## config.mk

```make
export PLATFORM = sky130hd
export DESIGN_NAME = sample_streamer
export DESIGN_NICKNAME = d
export VERILOG_FILES = /design/src/rtl/sample_streamer_pkg.sv /design/src/rtl/smpstr_fifo.sv /design/src/rtl/sample_streamer.sv
export SDC_FILE = /design/constraint.sdc
export NUM_CORES = 1
export LEC_CHECK = 0
export ABC_AREA = 1
export CORE_MARGIN = 2
export CORE_UTILIZATION = 58
export CTS_CLUSTER_SIZE = 20
export DETAILED_ROUTE_END_ITERATION = 6
export PLACE_DENSITY = 0.95
export RECOVER_POWER = 25
export REMOVE_ABC_BUFFERS = 1
export SLEW_MARGIN = 20
export SYNTH_ARGS = -nofsm -noshare
export SYNTH_HDL_FRONTEND = slang
export SYNTH_SLANG_ARGS = --single-unit
```

## constraint.sdc

```tcl
create_clock -name i_smpstr_clk -period 3.88 [get_ports i_smpstr_clk]
set_input_delay 0.582 -clock i_smpstr_clk [delete_from_list [all_inputs] [get_ports i_smpstr_clk]]
set_output_delay 0.582 -clock i_smpstr_clk [all_outputs]
set_load 0.02 [all_outputs]
```

## src/rtl/sample_streamer_pkg.sv

```systemverilog
// Shared definitions for the sample streamer: FSM state encoding and output FIFO sizing.
// Imported by the RTL and by the testbench.
package sample_streamer_pkg;

  typedef enum logic [1:0] {
    SMPSTR_IDLE  = 2'd0,
    SMPSTR_RUN   = 2'd1,
    SMPSTR_DRAIN = 2'd2
  } smpstr_state_t;

  localparam int SMPSTR_FIFO_DEPTH = 4;
  localparam int SMPSTR_FIFO_CNT_W = $clog2(SMPSTR_FIFO_DEPTH + 1);

endpackage

```

## src/rtl/smpstr_fifo.sv

```systemverilog
// Small synchronous FIFO that buffers ROM samples ahead of the FIR stage.
// Push and pop may happen on the same edge, even when the FIFO is full.
module smpstr_fifo
  import sample_streamer_pkg::*;
#(
  parameter int WIDTH = 16,
  parameter int DEPTH = SMPSTR_FIFO_DEPTH,
  parameter int CNT_W = $clog2(DEPTH + 1)
) (
  input  logic             i_fifo_clk,
  input  logic             i_fifo_rst,
  input  logic             i_fifo_push,
  input  logic [WIDTH-1:0] i_fifo_wdata,
  input  logic             i_fifo_pop,
  output logic [WIDTH-1:0] o_fifo_rdata,
  output logic             o_fifo_empty,
  output logic [CNT_W-1:0] o_fifo_count
);

  localparam int AW = (DEPTH > 1) ? $clog2(DEPTH) : 1;

  logic [WIDTH-1:0] mem [DEPTH];
  logic [AW-1:0]    wr_ptr;
  logic [AW-1:0]    rd_ptr;
  logic [CNT_W-1:0] count;
  logic             do_push;
  logic             do_pop;

  function automatic logic [AW-1:0] next_ptr(input logic [AW-1:0] ptr);
    return (ptr == AW'(DEPTH - 1)) ? '0 : ptr + AW'(1);
  endfunction

  // A full FIFO may still accept a push when a pop frees the head slot on the same edge.
  assign do_pop  = i_fifo_pop && (count != '0);
  assign do_push = i_fifo_push && ((count != CNT_W'(DEPTH)) || do_pop);

  always_ff @(posedge i_fifo_clk) begin
    if (i_fifo_rst) begin
      wr_ptr <= '0;
      rd_ptr <= '0;
      count  <= '0;
    end else begin
      if (do_push) wr_ptr <= next_ptr(wr_ptr);
      if (do_pop)  rd_ptr <= next_ptr(rd_ptr);
      case ({do_push, do_pop})
        2'b10:   count <= count + CNT_W'(1);
        2'b01:   count <= count - CNT_W'(1);
        default: count <= count;
      endcase
    end
  end

  always_ff @(posedge i_fifo_clk) begin
    if (do_push) mem[wr_ptr] <= i_fifo_wdata;
  end

  assign o_fifo_rdata = mem[rd_ptr];
  assign o_fifo_empty = (count == '0);
  assign o_fifo_count = count;

endmodule

```

## src/rtl/sample_streamer.sv

```systemverilog
// Streams NUM_SAMPLES words from a synchronous sample ROM into a FIR stage,
// optionally looping, with credit-based read issue so the output FIFO never overflows.
module sample_streamer
  import sample_streamer_pkg::*;
#(
  parameter int WIDTH       = 16,
  parameter int DEPTH       = 101,
  parameter int NUM_SAMPLES = 8,
  parameter int LEN         = $clog2(DEPTH)
) (
  input  logic             i_smpstr_clk,
  input  logic             i_smpstr_rst,
  input  logic             i_smpstr_start,
  input  logic             i_smpstr_loop,
  output logic             o_smpstr_rden,
  output logic [LEN-1:0]   o_smpstr_rdaddr,
  input  logic [WIDTH-1:0] i_smpstr_rddata,
  output logic [WIDTH-1:0] o_smpstr_data,
  output logic             o_smpstr_valid,
  input  logic             i_smpstr_ready,
  output logic             o_smpstr_busy,
  output logic             o_smpstr_done
);

  localparam logic [LEN-1:0] LAST_ADDR = LEN'(NUM_SAMPLES - 1);
  localparam int             OCC_W     = SMPSTR_FIFO_CNT_W + 1;

  smpstr_state_t                state;
  smpstr_state_t                state_next;
  logic [LEN-1:0]               addr;
  logic [LEN-1:0]               addr_next;
  logic                         inflight;
  logic                         inflight_next;
  logic                         rden_raw;
  logic                         done_raw;
  logic [SMPSTR_FIFO_CNT_W-1:0] fifo_count;
  logic                         fifo_empty;
  logic                         fifo_pop;
  logic [OCC_W-1:0]             occupancy;
  logic                         credit_ok;

  // A read is only issued when the FIFO can absorb it alongside any read still in flight.
  assign occupancy = {1'b0, fifo_count} + OCC_W'(inflight);
  assign credit_ok = (occupancy < OCC_W'(SMPSTR_FIFO_DEPTH));

  always_ff @(posedge i_smpstr_clk) begin
    if (i_smpstr_rst) begin
      state    <= SMPSTR_IDLE;
      addr     <= '0;
      inflight <= 1'b0;
    end else begin
      state    <= state_next;
      addr     <= addr_next;
      inflight <= inflight_next;
    end
  end

  always_comb begin
    state_next    = state;
    addr_next     = addr;
    inflight_next = 1'b0;
    rden_raw      = 1'b0;
    done_raw      = 1'b0;
    case (state)
      SMPSTR_IDLE: begin
        if (i_smpstr_start) begin
          state_next = SMPSTR_RUN;
          addr_next  = '0;
        end
      end
      SMPSTR_RUN: begin
        if (credit_ok) begin
          rden_raw      = 1'b1;
          inflight_next = 1'b1;
          // The loop input only matters at the last-address issue.
          if (addr == LAST_ADDR) begin
            addr_next = '0;
            if (!i_smpstr_loop) state_next = SMPSTR_DRAIN;
          end else begin
            addr_next = addr + LEN'(1);
          end
        end
      end
      SMPSTR_DRAIN: begin
        if (!inflight && fifo_empty) begin
          done_raw   = 1'b1;
          state_next = SMPSTR_IDLE;
        end
      end
      default: state_next = SMPSTR_IDLE;
    endcase
  end

  // Outputs are forced quiet while reset is asserted, not just after it is sampled.
  assign o_smpstr_rden   = rden_raw && !i_smpstr_rst;
  assign o_smpstr_done   = done_raw && !i_smpstr_rst;
  assign o_smpstr_busy   = (state != SMPSTR_IDLE) && !i_smpstr_rst;
  assign o_smpstr_valid  = !fifo_empty && !i_smpstr_rst;
  assign o_smpstr_rdaddr = addr;
  assign fifo_pop        = o_smpstr_valid && i_smpstr_ready;

  smpstr_fifo #(
    .WIDTH (WIDTH),
    .DEPTH (SMPSTR_FIFO_DEPTH),
    .CNT_W (SMPSTR_FIFO_CNT_W)
  ) u_fifo (
    .i_fifo_clk   (i_smpstr_clk),
    .i_fifo_rst   (i_smpstr_rst),
    .i_fifo_push  (inflight),
    .i_fifo_wdata (i_smpstr_rddata),
    .i_fifo_pop   (fifo_pop),
    .o_fifo_rdata (o_smpstr_data),
    .o_fifo_empty (fifo_empty),
    .o_fifo_count (fifo_count)
  );

endmodule

```

* After elaboration in Yosys (flattened, before gate mapping)
Memories as Yosys holds them, arrays and structs flattened. A register that Yosys moved wholly into a read port is not among the register bits. Index checks and enable logic that the tools add are counted.
Storage, ports and cells: register bits after elaboration 17, latch bits 0, bits in writable memories 64, ROM bits 0, bits of input ports 21, word-level logic and storage cells 68, memories 1
Operators by class: add/subtract/negate cells 6, multipliers 0, div/mod/pow operators 0, order comparisons 1, equal/unequal tests 13, shift operators 0, multiplexer cells 21, bitwise operators 0, reduce and logical (&&, ||, !) cells 20
Memories:
- u_fifo.mem | depth 4, bits a word 16, rd ports 1, clocked after memory_dff 1, write ports 1, line smpstr_fifo.sv:22 | logic [WIDTH-1:0] mem [DEPTH];
Operators with widths (number):
- 7-bit two-way mux | 3
- 2-bit two-way mux | 9
- 7-bit case mux with 2 select lines | 1
- 2-bit inequality test (second input constant) | 5
- 2-bit == test (second input constant) | 4
- 1-bit logical AND | 8
- 7-bit by 1-bit adder with 7-bit output (second input constant) | 1
- 7-bit by 3-bit == test with 1-bit output (second input constant) | 1
- 1-bit two-way mux | 6
- 2-bit case mux with 3 select lines | 1
- 3-bit case mux with 2 select lines | 1
- 2-bit nonzero test | 3
- 5-bit AND reduction | 1
- 2-bit by 1-bit adder with 2-bit output (second input constant) | 2
- 3-bit by 1-bit adder with 4-bit output | 1
- 2-bit by 1-bit == test with 1-bit output (second input constant) | 2
- 4-bit by 3-bit less-than comparator with 1-bit output (second input constant) | 1
- 3-bit by 1-bit adder with 3-bit output (second input constant) | 1
- 1-bit logical NOT | 3
- 3-bit logical NOT | 1
- 3-bit inequality test (second input constant) | 1
- 3-bit AND reduction | 1
- 3-bit nonzero test | 1
- 3-bit by 1-bit subtractor with 3-bit output (second input constant) | 1
- other kinds (2) | 2

* Longest topological paths before layout
Gate-level depths: netlist (run 1).
depth after elaboration 9, mapped depth 11

* By module
Synthesis (run 1) repeated with hierarchy kept, for this count alone.
Unflattened totals: cells, all modules 330, area total of the unflattened synthesis 3533.4 um^2
By module, submodules not included:
- smpstr_fifo | times used 1, cells each 225, area an instance 2856.5 um^2, seq. area each 2102.0 um^2
- sample_streamer | times used 1, cells each 105, area an instance 676.9 um^2, seq. area each 200.2 um^2

* Least setup slack after synthesis (run 1)
Ideal clock, no wire load.
kind input to output, start in i_smpstr_rst, end out o_smpstr_done, arrival 1.457 ns, data required time 3.298 ns, setup slack 1.841 ns, stages 2, buffers on the path 1, path through clkbuf_1 > nor4_1
On the way: longest elaborated chain between the ends 2
Ends and longest elaborated chain:
- start, declared | line sample_streamer.sv:12 | input logic i_smpstr_rst,
- 1-bit logical NOT | line sample_streamer.sv:96 | assign o_smpstr_done = done_raw && !i_smpstr_rst;
- 1-bit logical AND | line sample_streamer.sv:96
- end, declared | line sample_streamer.sv:22 | output logic o_smpstr_done
Every way passes these cells.

==> results of run 1 <==
sequential cells by signal, indices dropped and copies added, names as in the netlist, named ones only:
register,count
u_fifo.wr_ptr,2
inflight,1
u_fifo.o_fifo_count,3
u_fifo.mem,64
o_smpstr_rdaddr,7
u_fifo.rd_ptr,2
state,2
cell families after synthesis:
kind of cell,synth area share
adder cells (fa/ha/maj),0.0269
AND/OR/NAND/NOR,0.173
flip-flops,0.652
buffers and inverters,0.0513
XOR/XNOR,0.00248
AO/OA/AOI/OAI,0.0949
through the flow:
stage | cells | area, um2 | setup WS (ns) | utilization | power [mW]
final | 460 | 4320 | 0.636 | 0.729 | 2.65
after global routing | 460 | 4320 | 0.505 | 0.729 | 2.79
after CTS | 460 | 4320 | 0.632 | 0.729 | 2.66
after detailed placement | 445 | 4100 | 1.01 | 0.693 | 2.02
after global placement | 445 | 4100 | 1.04 | 0.693 | 1.98
after floorplan | 318 | 3500 | 1.68 | - | 1.67
cell usage in the layout, fill, tap and decap left out, types with 3 or more instances in the layout:
| cell | instances |
|---|---|
| nand3_2 | 3 |
| ha_1 | 6 |
| nor3_1 | 3 |
| dlygate4sd3_1 | 12 |
| clkbuf_8 | 9 |
| o21ai_0 | 35 |
| nand4_1 | 4 |
| a21oi_1 | 7 |
| nand2_1 | 30 |
| buf_4 | 5 |
| dfxtp_1 | 19 |
| edfxtp_1 | 64 |
| inv_2 | 7 |
| nor2_1 | 62 |
| o22ai_1 | 16 |
| clkdlybuf4s50_1 | 35 |
| inv_1 | 26 |
| nand2_2 | 7 |
| nand3_1 | 14 |
layer usage:
layer	GRT usage	wire length [um]	vias up
met5	0	0	-
met2	0.374	3410	100
li1	-	-	1236
met1	0.232	2590	1194
met3	0.0527	492	11
met4	0.107	80	0
how the worst min path moves through the flow:
stage	from	slack [ns]	depth (start not counted)	end
3_5_place_dp	u_fifo.rd_ptr[0]	0.49	1	flip-flop
5_1_grt	u_fifo.rd_ptr[0]	0.53	1	u_fifo.rd_ptr[0]
6_report	u_fifo.rd_ptr[0]	0.50	1	flip-flop
3_3_place_gp	u_fifo.rd_ptr[1]	0.48	2	u_fifo.rd_ptr[1]
4_1_cts	u_fifo.rd_ptr[0]	0.51	1	flip-flop
2_1_floorplan	u_fifo.rd_ptr[1]	0.46	2	flip-flop
worst max-delay path: stages (launching register included):
cell	delay, ns
dfxtp_1	0.30
buf_4	0.22
inv_1	0.69
o21ai_0	0.24
o22ai_1	0.22
clkdlybuf4s50_1	0.64
final cells by class:
cell class	instances	area share
clock buffers	9	0.0287
clock inverters	6	0.0209
inverters	36	0.0342
multi-input cells	199	0.243
flip-flops and latches	83	0.533
well taps	75	0.0217
repair buffers	52	0.118
power groups by stage:
stage               combinational, mW  clock, mW  sequential, mW
finish                          0.902      0.646            1.10
global placement                0.870          0            1.11
detailed placement              0.900          0            1.12
floorplan                       0.530          0            1.14
CTS                             0.905      0.657            1.10
global route                    0.985      0.691            1.11
==> implementation parameters, run 1 <==
Parameter                              Value

STA
  RSZ-0062 raised after global routing    false
  Setup TNS    0 ns
  Relative max-transition margin    0.403
  Final setup vio count    0
  Min cycle time layout    between 3 and 4 ns
  Worst hold slack    0.495 ns
  Final worst path period share    0.836
  Measured slew at the worst slew-check pin    about 0.89 ns
  Achievable clock frequency    308 MHz
  Slew Limit Fails    0
  Final Hold Vio Count    0
  Fin Clk Skew    0.00749 ns

Global routing
  Initial antenna violation count    0
  First-pass GRT wire length    10400 um
  Final global-route overflow total    0
  GRT Util Overall    0.210
  Maximum number of pins on one net before global-route repair    34
  Via count of the first global-routing pass    2411

Yosys
  Sequential cell area fraction in the yosys report    0.652
  Number of distinct library cell variants in the gate-level netlist after synthesis    28
  Post-synthesis average cell area    about 11 um2
  Syn Std Cell Area    3530 um2
  Most area-consuming cells after synthesis    edfxtp_1 54%, dfxtp_1 11%, nor2_1 6.6%
  Mapped Cells    327
  Top cell type's share of synthesized area    0.544
  Most repeated cell in the gate-level netlist after synthesis    edfxtp_1
  Synthesis Warnings    0
  Yosys reg bits    83
  Largest area contributor in the netlist    edfxtp_1
  Ys async rst share    0
  Top flip-flop cell by instance count after synthesis    edfxtp_1
  Number of enable flip-flop cells after synthesis    64
  Most used standard cells in the synthesized netlist    64 x edfxtp_1, 62 x nor2_1, 35 x o21ai_0, 30 x nand2_1, 26 x inv_1

Clock tree
  Number of hold-repair buffers added at the cts stage    0
  Buffers inserted during post-CTS setup optimization    0
  Clock tree from TritonCTS    built
  Number of clock sinks seen by CTS    just over 80
  Clk Latency, worst-skew pair    between 0.3 and 0.4 ns
  Maximum root-to-sink buffer count    2
  H-Tree Level Count    3
  Resized cells post-CTS    0
  Clock buffers created by TritonCTS    9
  Clock input transition at the sequential cells of the worst setup and hold paths    0.08 ns
  Clock Root Buffer    clkbuf_8

Final layout
  Relative area change from synthesis to final layout    22.1%
  Antenna cells    0
  Net count, final    409
  Area of the multi-input gates    1050 um2
  FF/Latch Area    2300 um2
  Share of layout cells above drive strength 1    0.122
  Number of fillers in the final layout    408

Worst setup path
  RR Startpoint    u_fifo.o_fifo_count[1]
  Worst setup SP type    flip-flop
  Cell count of the worst reg-to-reg path    10
  Type of destination of the critical path    output pin
  Worst reg2reg endpoint    u_fifo.o_fifo_count[2]
  Path type of the worst setup path    reg2out
  Highest net fanout along the worst path    33
  Worst Path Arrival    2.66 ns
  Critical path required time    3.30 ns
  Capture point of the worst path    o_smpstr_data[0]
  Worst reg-to-reg setup slack    2.12 ns

Placement
  Global placement routability congestion    0.868
  Estimated wirelength of the detail-placed design    4190 um
  Count of input and output buffers    47

Pwr
  Internal Power    ~1.7 mW
  Logic gate share of total power    0.341
  Leakage power total    roughly 1.6 nW
  Power per unit of standard cell area    613 nW/um2
  Clock network power share    0.244
  Switching Share    0.340
  Net Switching    899 uW
  Maximum vdd ir drop    ~0.35 mV
  Power share of the sequential group    0.415

Run
  Max capacitance violation total    0

Floorplan
  Die footprint    6730 um2
  Core ar.    5920 um2
  Rows    28
  Die W    82.1 um
  Overall die height    between 80 and 90 um
  I/O pin count    48
  Initial standard-cell utilization of the core    0.597

Drt
  Iteration-0 DRC count of the detailed router    213
  Wire per inst    14.3 um
  Total via count in the routed design    around 2500
  Number of nets still failing antenna checks after routing    0
  Total wire length after detailed routing    6570 um
  Post-route DRC    0
  Number of iterations in the first detailed-routing pass    4
  Vias per Instance    5.52

Min path
  Min-delay worst type    reg2reg

Outcome
  Outcome    finished, final reports clean
(Power assumes the default switching activity.)
==> inputs of run 2 (changes only) <==
--- a/config.mk
+++ b/config.mk
@@ -7,10 +7,10 @@
 export LEC_CHECK = 0
 export ABC_AREA = 1
 export CORE_MARGIN = 2
-export CORE_UTILIZATION = 58
+export CORE_UTILIZATION = 49
 export CTS_CLUSTER_SIZE = 20
 export DETAILED_ROUTE_END_ITERATION = 6
-export PLACE_DENSITY = 0.95
+export PLACE_DENSITY = 0.87
 export RECOVER_POWER = 25
 export REMOVE_ABC_BUFFERS = 1
 export SLEW_MARGIN = 20
==> constraint.sdc (replaced) <==
create_clock -name i_smpstr_clk -period 2.66 [get_ports i_smpstr_clk]
set_input_delay 0.399 -clock i_smpstr_clk [delete_from_list [all_inputs] [get_ports i_smpstr_clk]]
set_output_delay 0.399 -clock i_smpstr_clk [all_outputs]
set_load 0.02 [all_outputs]
==> run 2 against run 1 <==
Compared with the run above: power rose by 55%; die area rose by 17%; core utilization fell by 8.6 points; worst hold slack improved by 0.0082 ns; clock-buffer cell count unchanged; critical path depth fell by 1; first-iteration DRC count shrank 33%; final cell count up 5.2%; global-route usage shrank 2.9 points; sequential power is 45% higher; wire length grew 4.5%; critical endpoint is now o_smpstr_data[6].
==> implementation parameters, run 2 (synthesized netlist as in run 1, its figures left out) <==
Parameter                              Value

Final layout
  Net count, final    412 (was 409)
  Relative area change from synthesis to final layout    25.0% (was 22.1%)
  Antenna cells    0 (unchanged)
  Share of layout cells above drive strength 1    0.131 (was 0.122)
  Highest-count cells in the layout ignoring fill and taps    64 x edfxtp_1, 62 x nor2_1, 36 x clkdlybuf4s50_1, 35 x o21ai_0, 30 x nand2_1 (was 64 x edfxtp_1, 62 x nor2_1, 35 x o21ai_0, 35 x clkdlybuf4s50_1, 30 x nand2_1)
  Largest register FFs    64 (unchanged)
  Number of fillers in the final layout    521 (was 408)
  Post-route design area    4420 um2 (was 4320 um2)
  Leading cell type in the layout, fill and taps excluded    edfxtp_1 (unchanged)
  Register with the highest flop count    u_fifo.mem (unchanged)

Run
  Max capacitance violation total    0 (unchanged)

Pwr
  Power per unit of standard cell area    926 nW/um2 (was 613 nW/um2)
  Final total power    4.09 mW (was 2.65 mW)
  Maximum vdd ir drop    0.430 mV (was 0.350 mV)
  Leakage power total    1.64 nW (was 1.61 nW)

Global routing
  GRT Util Overall    0.182 (was 0.210)
  Maximum number of pins on one net before global-route repair    33 (was 34)
  First-pass GRT wire length    10800 um (was 10400 um)
  Via count of the first global-routing pass    2353 (was 2411)
  Final global-route overflow total    0 (unchanged)
  Initial antenna violation count    0 (unchanged)

Outcome
  Outcome    finished, final reports clean (unchanged)

STA
  Final Hold Vio Count    0 (unchanged)
  Fin Clk Skew    0.0114 ns (was 0.00749 ns)
  RSZ-0062 raised after global routing    false (unchanged)
  Worst Slack Setup Final    0.186 ns (was 0.636 ns)
  Achievable clock frequency    404 MHz
  Final setup vio count    0 (unchanged)
  Relative max-transition margin    0.774 (was 0.403)
  Final worst path period share    0.930
  Setup TNS    0 ns (unchanged)
  Slew Limit Fails    0 (unchanged)
  Measured slew at the worst slew-check pin    0.339 ns (was 0.894 ns)
  Min cycle time layout    2.47 ns
  Worst hold slack    0.504 ns (was 0.495 ns)

Clock tree
  Number of clock sinks seen by CTS    83 (unchanged)
  Maximum root-to-sink buffer count    2 (unchanged)
  H-Tree Level Count    3 (unchanged)
  Clk Latency, worst-skew pair    0.35 ns (was 0.34 ns)
  Clock tree from TritonCTS    built (unchanged)
  Clock input transition at the sequential cells of the worst setup and hold paths    0.08 ns (about the same)
  Clock Root Buffer    clkbuf_8 (unchanged)
  Clock buffers created by TritonCTS    9 (unchanged)
  Number of hold-repair buffers added at the cts stage    0 (unchanged)

Placement
  Estimated wirelength of the detail-placed design    4480 um (was 4190 um)
  Post-place setup slack    0.359 ns (was 1.01 ns)
  Count of input and output buffers    47 (unchanged)
  Global placement routability congestion    0.852 (was 0.868)
  Placement Cell Area    4150 um2 (was 4100 um2)

Min path
  Launch point of the worst hold path    u_fifo.wr_ptr[1] (was u_fifo.rd_ptr[0])
  Min-delay worst type    reg2reg (unchanged)

Drt
  Total via count in the routed design    2484 (was 2541)
  Vias per Instance    5.13 (was 5.52)
  Number of iterations in the first detailed-routing pass    4 (unchanged)
  Iteration-0 DRC count of the detailed router    143 (was 213)
  Number of nets still failing antenna checks after routing    0 (unchanged)
  Wire per inst    14.2 um (was 14.3 um)
  Total wire length after detailed routing    6870 um (was 6570 um)
  Post-route DRC    0 (unchanged)

Floorplan
  Initial standard-cell utilization of the core    0.514 (was 0.597)
  Overall die height    88.9 um (was 82.1 um)
  I/O pin count    48 (unchanged)
  Core ar.    6870 um2 (was 5920 um2)
  Die W    88.9 um (was 82.1 um)
  Die footprint    7910 um2 (was 6730 um2)
  Rows    30 (was 28)

Worst setup path
  Worst Path Arrival    2.08 ns (was 2.66 ns)
  Type of destination of the critical path    output pin (unchanged)
  Highest net fanout along the worst path    16 (was 33)
  Critical path required time    2.26 ns (was 3.30 ns)
  Path type of the worst setup path    reg2out (unchanged)
  Worst setup SP type    flip-flop (unchanged)
  RR Startpoint    u_fifo.o_fifo_count[0] (was u_fifo.o_fifo_count[1])
-- run 2: changes by cell type in the layout (fill, tap and decap cells not counted), sizes merged --
| cell | previous run | this run |
|---|---|---|
| buf | 5 | 8 |
| bufinv | 2 | 4 |
| clkdlybuf4s50 | 35 | 36 |
| clkinv | 3 | 2 |
| dlygate4sd3 | 12 | 11 |
| inv | 36 | 35 |
-- run 2: critical path, stage by stage, from the launching register on --
cell	delay (ns)
dfxtp_1	0.52
clkinvlp_4	0.36
o21ai_0	0.19
o22ai_1	0.12
clkdlybuf4s50_1	0.55
-- run 2: layer usage --
| metal | track usage | up-vias | part of all wire |
|---|---|---|---|
| met5 | 0 | - | 0 |
| met4 | 0.0826 | 0 | 0.0064 |
| met3 | 0.0314 | 4 | 0.048 |
| met2 | 0.321 | 75 | 0.51 |
| met1 | 0.217 | 1164 | 0.43 |
| li1 | - | 1241 | - |
-- run 2: final timing paths --
| check | endpoint | slack [ns] | cells after the start |
|---|---|---|---|
| min reg2reg | u_fifo.wr_ptr[1] | 0.50 | 2 |
| min | u_fifo.wr_ptr[1] | 0.50 | 2 |
| max reg2reg | u_fifo.o_fifo_count[2] | 0.94 | 10 |
| max | o_smpstr_data[6] | 0.19 | 4 |
-- run 2: area by class of cell --
| class | count | area, um2 | share of cell area |
|---|---|---|---|
| Sequential cell | 83 | 2300 | 0.521 |
| Multi-Input combinational cell | 199 | 1050 | 0.238 |
| Timing Repair Buffer | 55 | 531 | 0.120 |
| Inverter | 36 | 151 | 0.0343 |
| Clock inverter | 6 | 138 | 0.0312 |
| Clock buffer | 9 | 124 | 0.0281 |
| Tap cell | 96 | 120 | 0.0272 |
-- run 2: power by group --
group | leakage (nW) | internal [mW] | switching (mW)
combinational | 0.783 | 0.519 | 0.814
clock | 0.130 | 0.718 | 0.437
sequential | 0.732 | 1.51 | 0.0883
total | 1.64 | 2.75 | 1.34
-- run 2: timing repair --
item / 4_1_cts / 5_1_grt
endpoints found under the setup margin: 0 / 2
resized for setup: 0 / 1
setup buffers: 0 / 0
-- run 2: metrics by stage --
step                      utilization  cells
after global placement          0.604    469
after global routing            0.643    484
final                           0.643    484
after floorplan                     -    318
after CTS                       0.642    484
after detailed placement        0.604    469
==> RTL change 1 (flow settings as in run 2) <==
`WIDTH` is set to 16 in 2 places; all go to 20.
--- a/src/rtl/smpstr_fifo.sv
+++ b/src/rtl/smpstr_fifo.sv
@@ -3,7 +3,7 @@
 module smpstr_fifo
   import sample_streamer_pkg::*;
 #(
-  parameter int WIDTH = 16,
+  parameter int WIDTH = 20,
   parameter int DEPTH = SMPSTR_FIFO_DEPTH,
   parameter int CNT_W = $clog2(DEPTH + 1)
 ) (
--- a/src/rtl/sample_streamer.sv
+++ b/src/rtl/sample_streamer.sv
@@ -3,7 +3,7 @@
 module sample_streamer
   import sample_streamer_pkg::*;
 #(
-  parameter int WIDTH       = 16,
+  parameter int WIDTH       = 20,
   parameter int DEPTH       = 101,
   parameter int NUM_SAMPLES = 8,
   parameter int LEN         = $clog2(DEPTH)
Ports: changed (resized i_smpstr_rddata and o_smpstr_data); port bits go from 48 to 56. The function was not compared with the original's and may differ.
==> RTL change 1 against run 2 <==
- total power increased by 5.1%
- setup slack improved by 0.012 ns
- sequential share of layout area increased by 3.8 points
- routed wire length increased by 18%
- non-clock buffer count increased by 12
- largest cell class unchanged
- critical path type unchanged
- sequential cell count increased by 16
- register-to-register slack got worse by 0.06 ns
- final area increased by 13%
- hold slack improved by 0.015 ns
- area after synthesis increased by 14%
- via count increased by 15%
==> RTL change 1: results (changes against run 2) <==
leakagePower_nw: 1.76  # +7.0%
dpl_cell_area_um2: 4780  # +15%
synth-xor-area-share_pct: 0.218  # -0.030 points
slew-limit-headroom_pct: 76.7  # -0.66 points
cts_resized: 1  # +1
yosysSeqAreaShare_pct: 69.1  # +4.0 points
pwr_density_cell_nw_per_um2: 864  # -6.7%
grt_max_degree: 35  # +6.1%
instances_no_fill: 530  # +9.5%
synth-compound-area-share_pct: 10.4  # +0.92 points
met3_length_um: 537  # +62%
largest_register_ffs: 80  # +25%
hp-start: "u_fifo.rd_ptr[1]"
critPathMaxFanout: 34  # +18
r2r-start: "u_fifo.o_fifo_count[2]"
clk_latency_ns: 0.36
place_inst: 513  # +9.4%
ir_drop_v: 0.000504  # +17%
place_ws_ns: 0.261  # -0.0982 ns
drt-met1-wl_mm: 3.38  # +14%
worst_r2r_endpoint: "u_fifo.mem[2][0]"
place.detailed.hpwl_mm: 5.44  # +21%
fin_nets: 452  # +9.7%
regArea_um2: 2780  # +21%
finClkSkew_ns: 0.0138  # +0.00236 ns
grtUsageMet2_pct: 32.4  # +0.36 points
antenna_found_initial: 0  # unchanged
synthMuxAreaShare_pct: 0  # unchanged
met3_usage_pct: 4.79  # +1.6 points
wl_met2_mm: 4.09  # +16%
wl_per_cell_um: 15.3  # +7.6%
final_layout_size_suffix_gt1_share_pct: 10.6  # -2.6 points
synth_cells: 354  # +8.3%
hold_ws_ns: 0.519  # +0.0155 ns
fillers: 643  # +23%
synth_edf_count: 80  # +25%
grt_util_met1_pct: 22.1  # +0.41 points
status: "completed"
place.port_buffers: 55  # +17%
grtUsageTotal_pct: 18.4  # +0.26 points
cts.clk_slew.worst_paths_ns: 0.10  # +0.02 ns
r2r_slack_ns: 0.88  # -0.06 ns
grt_pass1_wl_mm: 12.6  # +17%
cp_data_arrival_time_ns: 2.06  # -0.02 ns
yosysUniqueCellTypes: 24  # -14%
drt_iter0_markers: 216  # +51%
via_count: 2862  # +15%
grt_pass1_vias: 2767  # +18%
synthTopCellsByArea: "edfxtp_1 (60%), dfxtp_1 (9.4%), nor2_1 (6.2%)"
place_congestion: 0.872  # +2.4%
p_int_mw: 2.77  # +0.58%
worstRegToRegCells: 7  # -3
synth-adder-area-share_pct: 2.36  # -0.33 points
==> RTL change 1: how the worst max path moves through the flow <==
stage | startpoint | to | slack (ns) | depth (start not counted)
2_1_floorplan | flip-flop | o_smpstr_data[0] | 0.39 | 3
5_1_grt | flip-flop | o_smpstr_data[17] | 0.06 | 5
3_3_place_gp | i_smpstr_rst | u_fifo.o_fifo_count[2] | 0.35 | 10
6_report | flip-flop | o_smpstr_data[12] | 0.20 | 5
4_1_cts | flip-flop | o_smpstr_data[14] | 0.1 | 4
3_5_place_dp | i_smpstr_rst | u_fifo.o_fifo_count[2] | 0.26 | 10
==> RTL change 1: power groups by stage <==
stage | registers [mW] | clock network (mW) | logic [mW]
floorplan | 1.96 | 0 | 0.817
global placement | 1.92 | 0 | 1.47
detailed placement | 1.93 | 0 | 1.51
CTS | 1.90 | 0.902 | 1.52
global route | 1.91 | 0.966 | 1.65
finish | 1.90 | 0.892 | 1.51
==> RTL change 1: cell type report <==
cell class                      instances  area share [%]
Timing Repair inverter                  1           0.151
Multi-Input combinational cell        212            21.9
Tap cell                              105            2.64
Clock buffer                            9            2.49
Clock inverter                          7            1.16
Inverter                               30            2.39
Sequential cell                        99            55.9
Timing Repair Buffer                   67            13.4
==> RTL change 1: worst max-delay path: stages (launching register included) <==
cell and delay (ns):
dfxtp_1 0.34, inv_1 0.21, buf_12 0.22, nor2_1 0.06
o22ai_1 0.21, clkdlybuf4s50_1 0.65
==> RTL change 1: cells by family after synthesis <==
group | count (synthesis)
buffers and inverters | 43
adder cells (fa/ha/maj) | 7
AO/OA/AOI/OAI | 76
AND/OR/NAND/NOR | 128
XOR/XNOR | 1
flip-flops | 99
==> RTL change 2 (config.mk and constraints of run 2) <==
Without the edit above. The 3 states of `smpstr_state_t` get a one-hot encoding in 3 bits.
--- a/src/rtl/sample_streamer_pkg.sv
+++ b/src/rtl/sample_streamer_pkg.sv
@@ -2,10 +2,10 @@
 // Imported by the RTL and by the testbench.
 package sample_streamer_pkg;
 
-  typedef enum logic [1:0] {
-    SMPSTR_IDLE  = 2'd0,
-    SMPSTR_RUN   = 2'd1,
-    SMPSTR_DRAIN = 2'd2
+  typedef enum logic [2:0] {
+    SMPSTR_IDLE  = 3'b001,
+    SMPSTR_RUN   = 3'b010,
+    SMPSTR_DRAIN = 3'b100
   } smpstr_state_t;
 
   localparam int SMPSTR_FIFO_DEPTH = 4;
Formal check against the unedited RTL: same outputs for any inputs over 10 cycles, from zero or initial values and one cycle with i_smpstr_rst high; not proved beyond that.
==> RTL change 2 against run 2 <==
- critical path depth is 1 higher
- final area is 1.4% lower
- hold slack hardly changed
- via count is 3.8% higher
- sequential share of layout area is 1.2 points higher
- total power is 19% lower
- sequential cell count is 1 higher
- area after synthesis is 0.35% higher
- setup slack worse by 0.021 ns
- global-route usage is 0.39 points higher
- routed wire length is 2.5% higher
- core utilization is 3.3 points lower
- count of clock-buffer cells in the layout stayed put
- highest routed layer unchanged
==> RTL change 2: results (changes against run 2) <==
finClkSkew_ns: 0.0101  # -0.00130 ns
synth_top_cell_area_share_pct: 54.2  # -0.19 points
grt_pass1_vias: 2508  # +6.6%
place.port_buffers: 47  # unchanged
r2r-start: "u_fifo.o_fifo_count[2]"
antenna_found_initial: 0  # unchanged
status: "completed"
largest_register_ffs: 64  # unchanged
leakagePower_nw: 1.62  # -1.3%
endpoint: "o_smpstr_data[13]"
final_layout_size_suffix_gt1_share_pct: 11.6  # -1.6 points
n_antenna_cell: 0  # unchanged
wl_per_cell_um: 14.2  # -0.22%
cp_data_arrival_time_ns: 2.10  # +0.02 ns
ys_warn_count: 0  # unchanged
synthTopCellsByArea: "edfxtp_1 (54%), dfxtp_1 (11%), nor2_1 (6.6%)"
slew-limit-headroom_pct: 75.0  # -2.4 points
cts_max_level: 3  # unchanged
ys_async_sr_fraction_pct: 0  # unchanged
ir_drop_v: 0.000521  # +21%
grt_pass1_wl_mm: 11.1  # +3.1%
post_cts_buffers: 0  # unchanged
cts_made_buffers: 9  # unchanged
grtUsageTotal_pct: 18.6  # +0.39 points
first_pass_iters: 4  # unchanged
critPathMaxFanout: 22  # +6
worstRegToRegCells: 10  # unchanged
largest_register: "u_fifo.mem"
place_congestion: 0.835  # -1.9%
cts_resized: 0  # unchanged
synth_commonest_cells: "edfxtp_1 (64), nor2_1 (62), nand2_1 (38), o21ai_0 (34), inv_1 (28)"
r2r_slack_ns: 0.83  # -0.11 ns
fin_nets: 421  # +2.2%
fillers: 579  # +11%
dpl_cell_area_um2: 4180  # +0.60%
place.detailed.hpwl_mm: 4.64  # +3.5%
post-route-drc-count: 0  # unchanged
drt_iter0_markers: 124  # -13%
min_path_type: "flip-flop to flip-flop"
slowest_stage: "clkdlybuf4s50_1"
crit_type: "flip-flop to output pin"
via_count: 2579  # +3.8%
cts.path.max_buffers: 2  # unchanged
yosysUniqueCellTypes: 25  # -11%
cp_slowest_stage_delay_ns: 0.64  # +0.09 ns
cts.clk_slew.worst_paths_ns: 0.08  # about the same
synth_edf_count: 64  # unchanged
yosysSeqAreaShare_pct: 65.5  # +0.33 points
-- RTL change 2: worst max-delay path: cells and delay by family (launching register included) --
kind | cells | cell delay [ns]
AO/OA/AOI/OAI | 2 | 0.29
buffers and inverters | 3 | 1.14
flip-flops | 1 | 0.32
-- RTL change 2: cell families after synthesis --
group                    synth area share, %
adder cells (fa/ha/maj)                 2.68
XOR/XNOR                               0.494
AO/OA/AOI/OAI                           8.96
AND/OR/NAND/NOR                         17.3
buffers and inverters                   5.08
flip-flops                              65.5
-- RTL change 2: worst min-delay path by stage --
stage / startpoint / slack, ns / depth (start not counted) / to
final: u_fifo.rd_ptr[1] / 0.50 / 2 / flip-flop
after global routing: u_fifo.rd_ptr[1] / 0.54 / 2 / flip-flop
after CTS: u_fifo.rd_ptr[1] / 0.50 / 2 / flip-flop
after detailed placement: u_fifo.rd_ptr[1] / 0.49 / 2 / flip-flop
after global placement: u_fifo.rd_ptr[1] / 0.49 / 2 / u_fifo.rd_ptr[1]
after floorplan: u_fifo.rd_ptr[1] / 0.46 / 2 / flip-flop
-- RTL change 2: final cells by class --
type | instances | area [um^2] | area share [%]
Clock buffer | 9 | 124 | 2.85
Clock inverter | 7 | 50.0 | 1.15
Inverter | 36 | 139 | 3.19
Multi-Input combinational cell | 206 | 1040 | 24.0
Sequential cell | 84 | 2320 | 53.3
Tap cell | 99 | 124 | 2.85
Timing Repair Buffer | 56 | 551 | 12.6
-- RTL change 2: power breakdown --
part	total (mW)	switching (mW)	internal, mW
clock	0.806	0.464	0.342
sequential	1.55	0.0691	1.48
combinational	0.962	0.585	0.377
total	3.32	1.12	2.20
-- RTL change 2: metrics by stage --
step / utilization, % / std cells / setup WS, ns
global placement: 58.5 / 481 / 0.391
finish: 61.0 / 497 / 0.165
floorplan: - / 326 / 0.642
global route: 61.0 / 497 / 0.0386
CTS: 60.9 / 497 / 0.0745
detailed placement: 58.5 / 481 / 0.341
-- RTL change 2: per-layer routing --
metal	global-route usage (%)	up-vias	share of wire [%]
met5	0	-	0
met4	4.34	0	0.99
met3	5.17	9	5.8
met2	34.1	93	52
met1	21.6	1212	42
li1	-	1265	-
